File: config.mk
export PLATFORM = sky130hd
export DESIGN_NAME = multicycle_ctrl
export DESIGN_NICKNAME = d
export VERILOG_FILES = /design/src/rtl/multicycle_ctrl.sv
export SDC_FILE = /design/constraint.sdc
export NUM_CORES = 1
export LEC_CHECK = 0
export ABC_AREA = 0
export CAP_MARGIN = 20
export CORE_AREA = 2 2 45 47
export DETAILED_ROUTE_END_ITERATION = 8
export DIE_AREA = 0 0 47 49
export GPL_TIMING_DRIVEN = 0
export HOLD_SLACK_MARGIN = 0.1
export PLACE_DENSITY_LB_ADDON = 0.1
export SYNTH_ARGS = -nofsm -noshare
export SYNTH_HDL_FRONTEND = slang
export SYNTH_SLANG_ARGS = --single-unit
File: constraint.sdc
create_clock -name clk -period 1.84 [get_ports clk]
set_clock_uncertainty 0.05 [all_clocks]
set_input_delay 0.184 -clock clk [delete_from_list [all_inputs] [get_ports clk]]
set_output_delay 0.184 -clock clk [all_outputs]
set_load 0.1 [all_outputs]
File: src/rtl/multicycle_ctrl.sv
// Multi-cycle FETCH/DECODE/EXEC/MEM/WB sequencer for the RV32 datapath, with a data-RAM timeout.
// Optional cycle/retire performance counters are enabled by defining MCTRL_PERF_CNT_EN.
module multicycle_ctrl #(
   parameter int MEM_TIMEOUT = 15,
   parameter int CNT_W       = 32
) (
   input  logic             clk,
   input  logic             rst,
   input  logic             run,
   input  logic             lw_en,
   input  logic             sw_en,
   input  logic             wr_en,
   input  logic             offset_en,
   input  logic             mux_sel,
   input  logic             br_taken,
   input  logic             mem_ack,
   output logic             ir_we,
   output logic             pc_we,
   output logic             pc_sel_offset,
   output logic             mem_rd,
   output logic             mem_wr,
   output logic             reg_we,
   output logic             busy,
   output logic             bus_err,
   output logic [2:0]       state
`ifdef MCTRL_PERF_CNT_EN
   ,
   output logic [CNT_W-1:0] cyc_cnt,
   output logic [CNT_W-1:0] ret_cnt
`endif
);

   typedef enum logic [2:0] {
      IDLE   = 3'd0,
      FETCH  = 3'd1,
      DECODE = 3'd2,
      EXEC   = 3'd3,
      MEM    = 3'd4,
      WB     = 3'd5,
      ERR    = 3'd7
   } state_t;

   localparam logic [7:0] TIMEOUT = 8'(MEM_TIMEOUT);

   state_t     cur_state;
   logic [7:0] tmo_cnt;
   logic [7:0] mem_cycle;

   // tmo_cnt holds completed MEM cycles, so mem_cycle is the 1-based index of the current one
   assign mem_cycle = tmo_cnt + 8'd1;
   assign state     = cur_state;

   always_ff @(posedge clk or posedge rst) begin
      if (rst) begin
         cur_state <= IDLE;
         tmo_cnt   <= 8'd0;
      end else begin
         case (cur_state)
            IDLE:    if (run) cur_state <= FETCH;
            FETCH:   cur_state <= DECODE;
            DECODE:  cur_state <= EXEC;
            EXEC: begin
               if (lw_en && sw_en) begin
                  cur_state <= ERR;
               end else if (lw_en || sw_en) begin
                  cur_state <= MEM;
                  tmo_cnt   <= 8'd0;
               end else begin
                  cur_state <= WB;
               end
            end
            // an ack on the final allowed cycle still completes the access
            MEM: begin
               if (mem_ack)                   cur_state <= WB;
               else if (mem_cycle == TIMEOUT) cur_state <= ERR;
               else                           tmo_cnt   <= mem_cycle;
            end
            WB:      cur_state <= run ? FETCH : IDLE;
            ERR:     cur_state <= ERR;
            default: cur_state <= ERR;
         endcase
      end
   end

   always_comb begin
      ir_we         = 1'b0;
      pc_we         = 1'b0;
      pc_sel_offset = 1'b0;
      mem_rd        = 1'b0;
      mem_wr        = 1'b0;
      reg_we        = 1'b0;
      busy          = 1'b0;
      bus_err       = 1'b0;
      case (cur_state)
         IDLE: ;
         FETCH: begin
            ir_we = 1'b1;
            busy  = 1'b1;
         end
         DECODE, EXEC: busy = 1'b1;
         MEM: begin
            mem_rd = lw_en;
            mem_wr = sw_en;
            busy   = 1'b1;
         end
         WB: begin
            pc_we         = 1'b1;
            reg_we        = wr_en & ~sw_en;
            pc_sel_offset = mux_sel | (offset_en & br_taken);
            busy          = 1'b1;
         end
         default: bus_err = 1'b1;
      endcase
   end

`ifdef MCTRL_PERF_CNT_EN
   // busy is low in ERR, so both counters freeze there without extra gating
   always_ff @(posedge clk or posedge rst) begin
      if (rst) begin
         cyc_cnt <= '0;
         ret_cnt <= '0;
      end else begin
         if (busy)            cyc_cnt <= cyc_cnt + CNT_W'(1);
         if (cur_state == WB) ret_cnt <= ret_cnt + CNT_W'(1);
      end
   end
`endif

endmodule

==> impl_metrics.py, run 1 <==
metrics = {
    "timing": {
        "max-slew-margin-rel": 0.364,
        "hold_viol_final": 0,
        "worst_pin_slew_ps": 958,
        "fin_crit_sh": 0.975,
        "fmax_mhz": 558,
        "fin_ws_ps": 46.5,
        "period_minus_slack_ps": 1790,
        "finalSetupViolations": 0,
        "finalMaxSlewViolations": 0,
    },
    "clock_tree": {
        "clk_pin_slew_ps": 70,
        "htree_levels": 1,
        "cts_hold_buffers": 0,
        "cts_buffers": 3,
        "clock_path_buffers": 2,
        "cts.sinks": 11,
        "clkLatencyLatePin_ps": 270,
        "root_buffer": "clkbuf_4",
        "cts_tree": "yes",
    },
    "place": {
        "dpl.hpwl_mm": 1.37,
        "portBuffers": 20,
        "place.gp.congestion": 0.795,
        "dpl.cell_count": 134,
        "placed_cell_area_sq_mm": 0.00111,
        "dp_slack_ps": -726,
    },
    "route": {
        "vias_per_cell": 5.11,
        "ant_nets": 0,
        "drtPass1Iterations": 4,
        "wl_per_cell_um": 13.4,
        "drt_iter0_drc": 23,
        "drc": 0,
        "vias": 721,
        "wl_mm": 1.89,
    },
    "worst_setup_path": {
        "crit_fanout": 4,
        "path_buf_inv": 1,
        "cp_slowest_cell": "dlygate4sd2_1",
        "arrival_ps": 1560,
        "worstReg2RegStart": "tmo_cnt[1]$_DFFE_PP0P_",
        "cp-end-kind": "output pin",
        "required_ps": 1610,
        "critPathTopFamily": "buffers and inverters",
        "rrSetupSlack_ps": 80,
        "start_kind": "register",
        "r2r_end": "state[1]$_DFFE_PP0P_",
        "critPathKind": "reg -> out",
        "slowest_delay_ps": 860,
        "path_cells": "dlygate4sd2_1",
        "reg2regPathDepth": 5,
    },
    "final_layout": {
        "final_area_sq_mm": 0.00118,
        "fin_nets": 129,
        "multi_input_area_sq_um": 563,
        "fillers": 162,
        "area_growth_pct": 49.6,
        "diodes": 0,
        "drive_gt1_frac": 0.368,
        "regArea_sq_um": 287,
        "fin_util": 0.643,
        "final_cell_count_no_fill": 141,
    },
    "die": {
        "fp.dieW_um": 47,
        "dieArea_sq_mm": 0.00230,
        "start_util": 0.430,
        "rows": 16,
        "core_area_sq_mm": 0.00184,
        "die_h_um": 49,
        "io_pins": 21,
    },
    "synth": {
        "synth_warnings": 0,
        "synthTopCellsByArea": "dfrtp_1, ha_1, nor2_1, nand2_1, nor4b_4",
        "syn_nets": 101,
        "synth_common_cells": "dfrtp_1, nor2_1, nand2_1, inv_1",
        "yosys.area.top_type": "dfrtp_1",
        "synthDistinctLibCells": 38,
        "synthFlopType": "dfrtp_1",
        "ys_ff_latch": 11,
        "synth_fa_ha_area_frac": 0.0632,
        "synth_xor_area_frac": 0.0221,
        "syn_area_sq_um": 792,
        "synthCells": 87,
        "synth_top_family_by_area": "simple AND/OR/NAND/NOR gates",
        "syn_area_per_cell_sq_um": 9.10,
        "synth_most_common_cell": "dfrtp_1",
        "synth_edf_count": 0,
        "synth-compound-area-share": 0.179,
        "synth_top_area_share": 0.348,
        "synth-simple-area-share": 0.295,
        "yosysSeqAreaShare": 0.348,
        "async_reset_ff_frac": 1.00,
        "synth_mux_area_frac": 0.0411,
    },
    "status": {
        "run_status": "completed",
    },
    "grt": {
        "grt_pass1_vias": 646,
        "grt_pass1_wl_mm": 3.01,
        "antenna_found_initial": 0,
        "grt_max_degree": 12,
        "overflow": 0,
        "grtUsageTotal": 0.178,
    },
    "power": {
        "vdd_drop_max_mv": 1.07,
        "p_per_area_mw_per_mm2": 1670,
        "p_leak_nw": 0.525,
    },
    "worst_hold_path": {
        "hp-class": "in -> async",
    },
    "run": {
        "maxCapViolCount": 0,
    },
}
-- flip-flops by register name, summed over array words and instances (netlist names), named ones only --
signal	flops
state	2
tmo_cnt	8
-- how the worst max path moves through the flow --
stage                           start              endpoint  slack (ps)  depth (start not counted)
2_1_floorplan                register                reg_we        -300                          4
3_3_place_gp     state[0]$_DFFE_PP0P_                mem_rd        -720                          5
3_5_place_dp     state[0]$_DFFE_PP0P_                mem_rd        -730                          5
4_1_cts          state[0]$_DFFE_PP0P_                mem_rd           5                          5
5_1_grt        tmo_cnt[0]$_DFFE_PP0P_  state[1]$_DFFE_PP0P_          -3                          5
6_report         state[1]$_DFFE_PP0P_              state[1]          50                          1
-- per-stage QoR --
stage | hold slack [ps] | setup TNS, ps | total power, mW
after floorplan | -13.5 | -627 | 1.53
after global placement | 462 | -4110 | 1.79
after detailed placement | 461 | -4150 | 1.80
after CTS | 169 | 0 | 1.94
after global routing | 212 | -2.63 | 2.08
final | 150 | 0 | 1.98
-- where the power goes --
group          switching (mW)  total [mW]  internal, mW
Sequential             0.0577       0.370         0.313
Combinational            1.04        1.45         0.403
Clock                  0.0807       0.165        0.0838
Total                    1.18        1.98         0.800
-- logic make-up (layout without fill, tap and decap cells) --
logic type,Yosys count,in the layout
multiplexers,3,3
AND/OR/NAND/NOR,38,38
adder cells (fa/ha/maj),4,4
flip-flops,11,11
AO/OA/AOI/OAI,20,20
XOR/XNOR,2,2
buffers and inverters,9,36
-- worst reg2reg max path: stages, from the launching register on --
cell	delay (ps)
dfrtp_1	400
ha_2	230
xor2_1	180
nand3_2	150
or4b_4	540
a22oi_2	120
-- routing by layer --
| metal | vias to the layer above | part of all wire | wire length [um] | track usage |
|---|---|---|---|---|
| met2 | 18 | 0.50 | 934 | 0.263 |
| li1 | 371 | - | - | - |
| met5 | - | 0 | 0 | 0 |
| met1 | 332 | 0.45 | 852 | 0.255 |
| met4 | 0 | 0 | 0 | 0.0417 |
| met3 | 0 | 0.052 | 98 | 0.0481 |
-- area by class of cell --
| cell class | count | area share |
|---|---|---|
| Buffer | 3 | 0.0275 |
| Clock buffer | 4 | 0.0222 |
| Inverter | 6 | 0.0190 |
| Multi-Input combinational cell | 67 | 0.475 |
| Sequential cell | 11 | 0.242 |
| Tap cell | 27 | 0.0285 |
| Timing Repair Buffer | 23 | 0.186 |
-- layout by cell type, fill, tap and decap left out, types with 2 or more instances in the layout --
cell             n
nor3_1           2
buf_4            4
mux2_2           2
dfrtp_4          3
buf_8            2
dfrtp_1          8
dlygate4sd2_1    2
nand2_1          5
clkdlybuf4s50_1  9
clkbuf_4         6
inv_1            5
a21oi_1          2
nor2_4           4
o21ai_0          2
nor3_4           2
ha_1             3
nand4_1          2
buf_6            3
a31oi_1          3
o31ai_1          2
nand3_1          4
nor2_1           5
o21ai_1          2
-- repair_timing --
action,CTS,global route
setup buffers,2,1
resized for setup,51,11
pin swaps,2,1
setup endpoints to repair,12,13
(Power assumes the default switching activity.)
==> inputs of run 2 (changes only) <==
Settings changed: CTS_CLUSTER_SIZE set to 14, REMOVE_ABC_BUFFERS set to 1.
==> run 2 against run 1 <==
Effect of this change:
- routed wire length down 5.9%
- combinational power shrank 18%
- flip-flop and latch count unchanged
- hold slack better by 6.8 ps
- cell count stayed put
- fmax up 3.7%
- die area did not move
- first-iteration DRC count is 52% lower
==> impl_metrics.py, run 2 (synthesis results as in run 1) <==
metrics = {
    "timing": {
        "fmax_mhz": 578,
        "hold_viol_final": 0,
        "period_minus_slack_ps": 1730,
        "rsz0062_at_grt": "true",
        "fin_crit_sh": 0.940,
        "worst_pin_slew_ps": 547,
        "holdWs_ps": 157,
        "finalSetupViolations": 0,
        "max-slew-margin-rel": 0.637,
        "finalMaxSlewViolations": 0,
    },
    "grt": {
        "grt_pass1_wl_mm": 3.08,
        "grtUsageTotal": 0.180,
        "grt_pass1_vias": 696,
        "grt_max_degree": 14,
        "overflow": 0,
        "antenna_found_initial": 0,
    },
    "route": {
        "drtPass1Iterations": 4,
        "vias_per_cell": 5.23,
        "drc": 0,
        "drt_iter0_drc": 11,
        "wl_mm": 1.77,
        "wl_per_cell_um": 12.6,
        "ant_nets": 0,
        "vias": 738,
    },
    "die": {
        "start_util": 0.430,
        "rows": 16,
        "die_h_um": 49,
        "dieArea_sq_mm": 0.00230,
        "io_pins": 21,
        "core_area_sq_mm": 0.00184,
        "fp.dieW_um": 47,
    },
    "power": {
        "p_leak_nw": 0.501,
        "vdd_drop_max_mv": 1.15,
        "p_per_area_mw_per_mm2": 1660,
        "finalPower_mw": 1.78,
    },
    "place": {
        "portBuffers": 20,
        "place.gp.congestion": 0.706,
        "dpl.hpwl_mm": 1.31,
        "placed_cell_area_sq_mm": 0.00101,
        "dpl.cell_count": 131,
    },
    "clock_tree": {
        "cts.sinks": 11,
        "cts_tree": "yes",
        "clkLatencyLatePin_ps": 270,
        "root_buffer": "clkbuf_4",
        "cts_hold_buffers": 0,
        "clk_pin_slew_ps": 70,
        "clock_path_buffers": 2,
        "htree_levels": 1,
        "cts_buffers": 3,
    },
    "final_layout": {
        "final_cell_count_no_fill": 141,
        "multi_input_area_sq_um": 483,
        "fin_nets": 129,
        "drive_gt1_frac": 0.316,
        "final_common_cell": "clkdlybuf4s50_1",
        "final_area_sq_mm": 0.00107,
        "largest_reg_flops": 8,
        "regArea_sq_um": 279,
        "area_growth_pct": 35.5,
        "diodes": 0,
        "regMostFlops": "tmo_cnt",
        "final_cell_mix": "clkdlybuf4s50_1, nor2_1, buf_4, dfrtp_1, nand2_1",
        "fillers": 181,
    },
    "status": {
        "run_status": "completed",
    },
    "run": {
        "maxCapViolCount": 0,
    },
    "worst_setup_path": {
        "required_ps": 1610,
        "crit_fanout": 9,
        "arrival_ps": 1500,
        "start_kind": "register",
        "cp-end-kind": "output pin",
        "critPathKind": "reg -> out",
    },
    "worst_hold_path": {
        "hp-class": "in -> async",
    },
}
==> run 2: power by group <==
| group | internal (mW) | switching [mW] | leakage, nW |
|---|---|---|---|
| combinational | 0.312 | 0.875 | 0.345 |
| sequential | 0.298 | 0.128 | 0.141 |
| clock | 0.0840 | 0.0837 | 0.0150 |
==> run 2: final timing paths <==
kind	start	endpoint	cells past startpoint	slack, ps
worst max-delay path	state[0]$_DFFE_PP0P_	ir_we	3	110
worst min-delay path	rst	tmo_cnt[0]$_DFFE_PP0P_	2	160
worst max register to register	state[1]$_DFFE_PP0P_	tmo_cnt[4]$_DFFE_PP0P_	4	110
worst min register to register	tmo_cnt[7]$_DFFE_PP0P_	tmo_cnt[7]$_DFFE_PP0P_	1	520
max in group asynchronous	rst	async pin	2	1260
min in group clk	tmo_cnt[7]$_DFFE_PP0P_	tmo_cnt[7]$_DFFE_PP0P_	1	520
==> run 2: per-stage QoR <==
stage | TNS (ps) | setup slack (ps) | util
4_1_cts | -0.756 | -0.756 | 0.557
3_5_place_dp | -4420 | -681 | 0.547
3_3_place_gp | -4190 | -654 | 0.547
2_1_floorplan | -11500 | -1880 | -
5_1_grt | -46.7 | -32.6 | 0.583
6_report | 0 | 110 | 0.583
==> run 2: per-layer routing <==
metal | vias up | share of wire | GRT usage
met4 | 0 | 0.011 | 0.0694
met1 | 341 | 0.44 | 0.225
li1 | 367 | - | -
met5 | - | 0 | 0
met2 | 26 | 0.50 | 0.295
met3 | 4 | 0.047 | 0.0333
==> run 2: what timing repair did <==
item | CTS | global route
setup buffers | 0 | 6
endpoints found under the setup margin | 12 | 13
cloned | 0 | 0
gates resized for setup | 57 | 6
==> run 2: worst max-delay path: stages, from the launching register on <==
cell and delay, ps:
dfrtp_2 490, nor2b_1 280, nor2b_1 160, buf_4 290
==> run 2: area by class of cell <==
class                      count  share of cell area
clock buffer                   4              0.0245
inverter                       6              0.0210
multi-input combinational     67               0.450
sequential                    11               0.260
tap                           27              0.0315
timing repair buffer          26               0.213
==> inputs of run 3 (changes only) <==
Settings changed: SKIP_CTS_REPAIR_TIMING set to 1.
==> run 3 against run 2 <==
Effect of this change:
- flip-flop and latch count did not move
- global-route usage did not move
- non-clock buffer count did not move
- cell count did not move
- power fell by 1.2%
- via count did not move
- design area fell by 1.3%
- combinational power barely moved
- hold slack improved by 1.6 ps
- critical endpoint is now state[0]
- highest routed layer unchanged
==> impl_metrics.py, run 3 (synthesis results as in run 1) <==
metrics = {
    "timing": {
        "rsz0062_at_grt": "true",
        "holdWs_ps": 158,
        "worst_pin_slew_ps": 961,
        "max-slew-margin-rel": 0.358,
        "hold_viol_final": 0,
        "fin_tns_setup_ps": 0,
        "fin_crit_sh": 0.964,
        "period_minus_slack_ps": 1770,
        "finalSetupViolations": 0,
        "fmax_mhz": 564,
        "fin_ws_ps": 66.7,
        "finalMaxSlewViolations": 0,
    },
    "place": {
        "dpl.cell_count": 131,
        "dp_slack_ps": -681,
        "placed_cell_area_sq_mm": 0.00101,
        "place.gp.congestion": 0.706,
        "dpl.hpwl_mm": 1.31,
        "portBuffers": 20,
    },
    "worst_setup_path": {
        "required_ps": 1610,
        "cp_slowest_cell": "dlymetal6s2s_1",
        "rrSetupSlack_ps": 120,
        "cp-end-kind": "output pin",
        "arrival_ps": 1540,
        "slowest_delay_ps": 780,
        "critPathTopFamily": "buffers and inverters",
        "critPathKind": "reg -> out",
        "path_cells": "dlymetal6s2s_1",
        "start_kind": "register",
        "path_buf_inv": 1,
        "crit_fanout": 9,
    },
    "final_layout": {
        "area_growth_pct": 33.8,
        "final_common_cell": "clkdlybuf4s50_1",
        "drive_gt1_frac": 0.307,
        "final_cell_mix": "clkdlybuf4s50_1, nor2_1, dfrtp_1, buf_4, nand2_1",
        "diodes": 0,
        "largest_reg_flops": 8,
        "regMostFlops": "tmo_cnt",
        "fin_util": 0.575,
        "final_area_sq_mm": 0.00106,
        "fin_nets": 129,
        "final_cell_count_no_fill": 141,
    },
    "grt": {
        "grt_pass1_wl_mm": 3.06,
        "grt_max_degree": 14,
        "grtUsageTotal": 0.180,
        "antenna_found_initial": 0,
        "overflow": 0,
        "grt_pass1_vias": 691,
    },
    "clock_tree": {
        "cts_buffers": 3,
        "clk_pin_slew_ps": 70,
        "cts.sinks": 11,
        "htree_levels": 1,
        "root_buffer": "clkbuf_4",
        "clock_path_buffers": 2,
        "clkLatencyLatePin_ps": 270,
        "cts_tree": "yes",
    },
    "power": {
        "p_per_area_mw_per_mm2": 1660,
        "finalPower_mw": 1.76,
        "p_leak_nw": 0.501,
        "vdd_drop_max_mv": 1.15,
    },
    "route": {
        "wl_per_cell_um": 12.6,
        "ant_nets": 0,
        "vias_per_cell": 5.23,
        "drc": 0,
        "drt_iter0_drc": 9,
        "vias": 738,
        "drtPass1Iterations": 5,
        "wl_mm": 1.77,
    },
    "die": {
        "io_pins": 21,
        "fp.dieW_um": 47,
        "dieArea_sq_mm": 0.00230,
        "die_h_um": 49,
        "start_util": 0.430,
        "core_area_sq_mm": 0.00184,
        "rows": 16,
    },
    "run": {
        "maxCapViolCount": 0,
    },
    "worst_hold_path": {
        "hp-class": "in -> async",
    },
    "status": {
        "run_status": "completed",
    },
}
run 3: final cells by class:
type / instances / area (sq um)
inverter: 6 / 22.5
multi-input combinational: 67 / 483
clock buffer: 4 / 26.3
timing repair buffer: 26 / 215
tap: 27 / 33.8
sequential: 11 / 279
fill: 182 / 782
run 3: worst paths after layout:
check | from | end | cells past startpoint
min reg2reg | tmo_cnt[7]$_DFFE_PP0P_ | tmo_cnt[7]$_DFFE_PP0P_ | 1
max in group asynchronous | rst | async pin | 2
min in group clk | tmo_cnt[7]$_DFFE_PP0P_ | tmo_cnt[7]$_DFFE_PP0P_ | 1
max | state[0]$_DFFE_PP0P_ | state[0] | 1
max reg2reg | state[1]$_DFFE_PP0P_ | tmo_cnt[4]$_DFFE_PP0P_ | 4
min | rst | tmo_cnt[0]$_DFFE_PP0P_ | 2
run 3: power by group:
group | total (mW) | internal [mW] | switching, mW
clock | 0.167 | 0.0840 | 0.0831
sequential | 0.426 | 0.298 | 0.128
combinational | 1.17 | 0.291 | 0.876
run 3: metal layers:
layer / routed length (um) / GRT usage / up-vias
met5: 0 / 0 / -
met4: 20 / 0.0694 / 0
met3: 83 / 0.0333 / 4
met2: 890 / 0.292 / 22
met1: 776 / 0.227 / 345
li1: - / - / 367
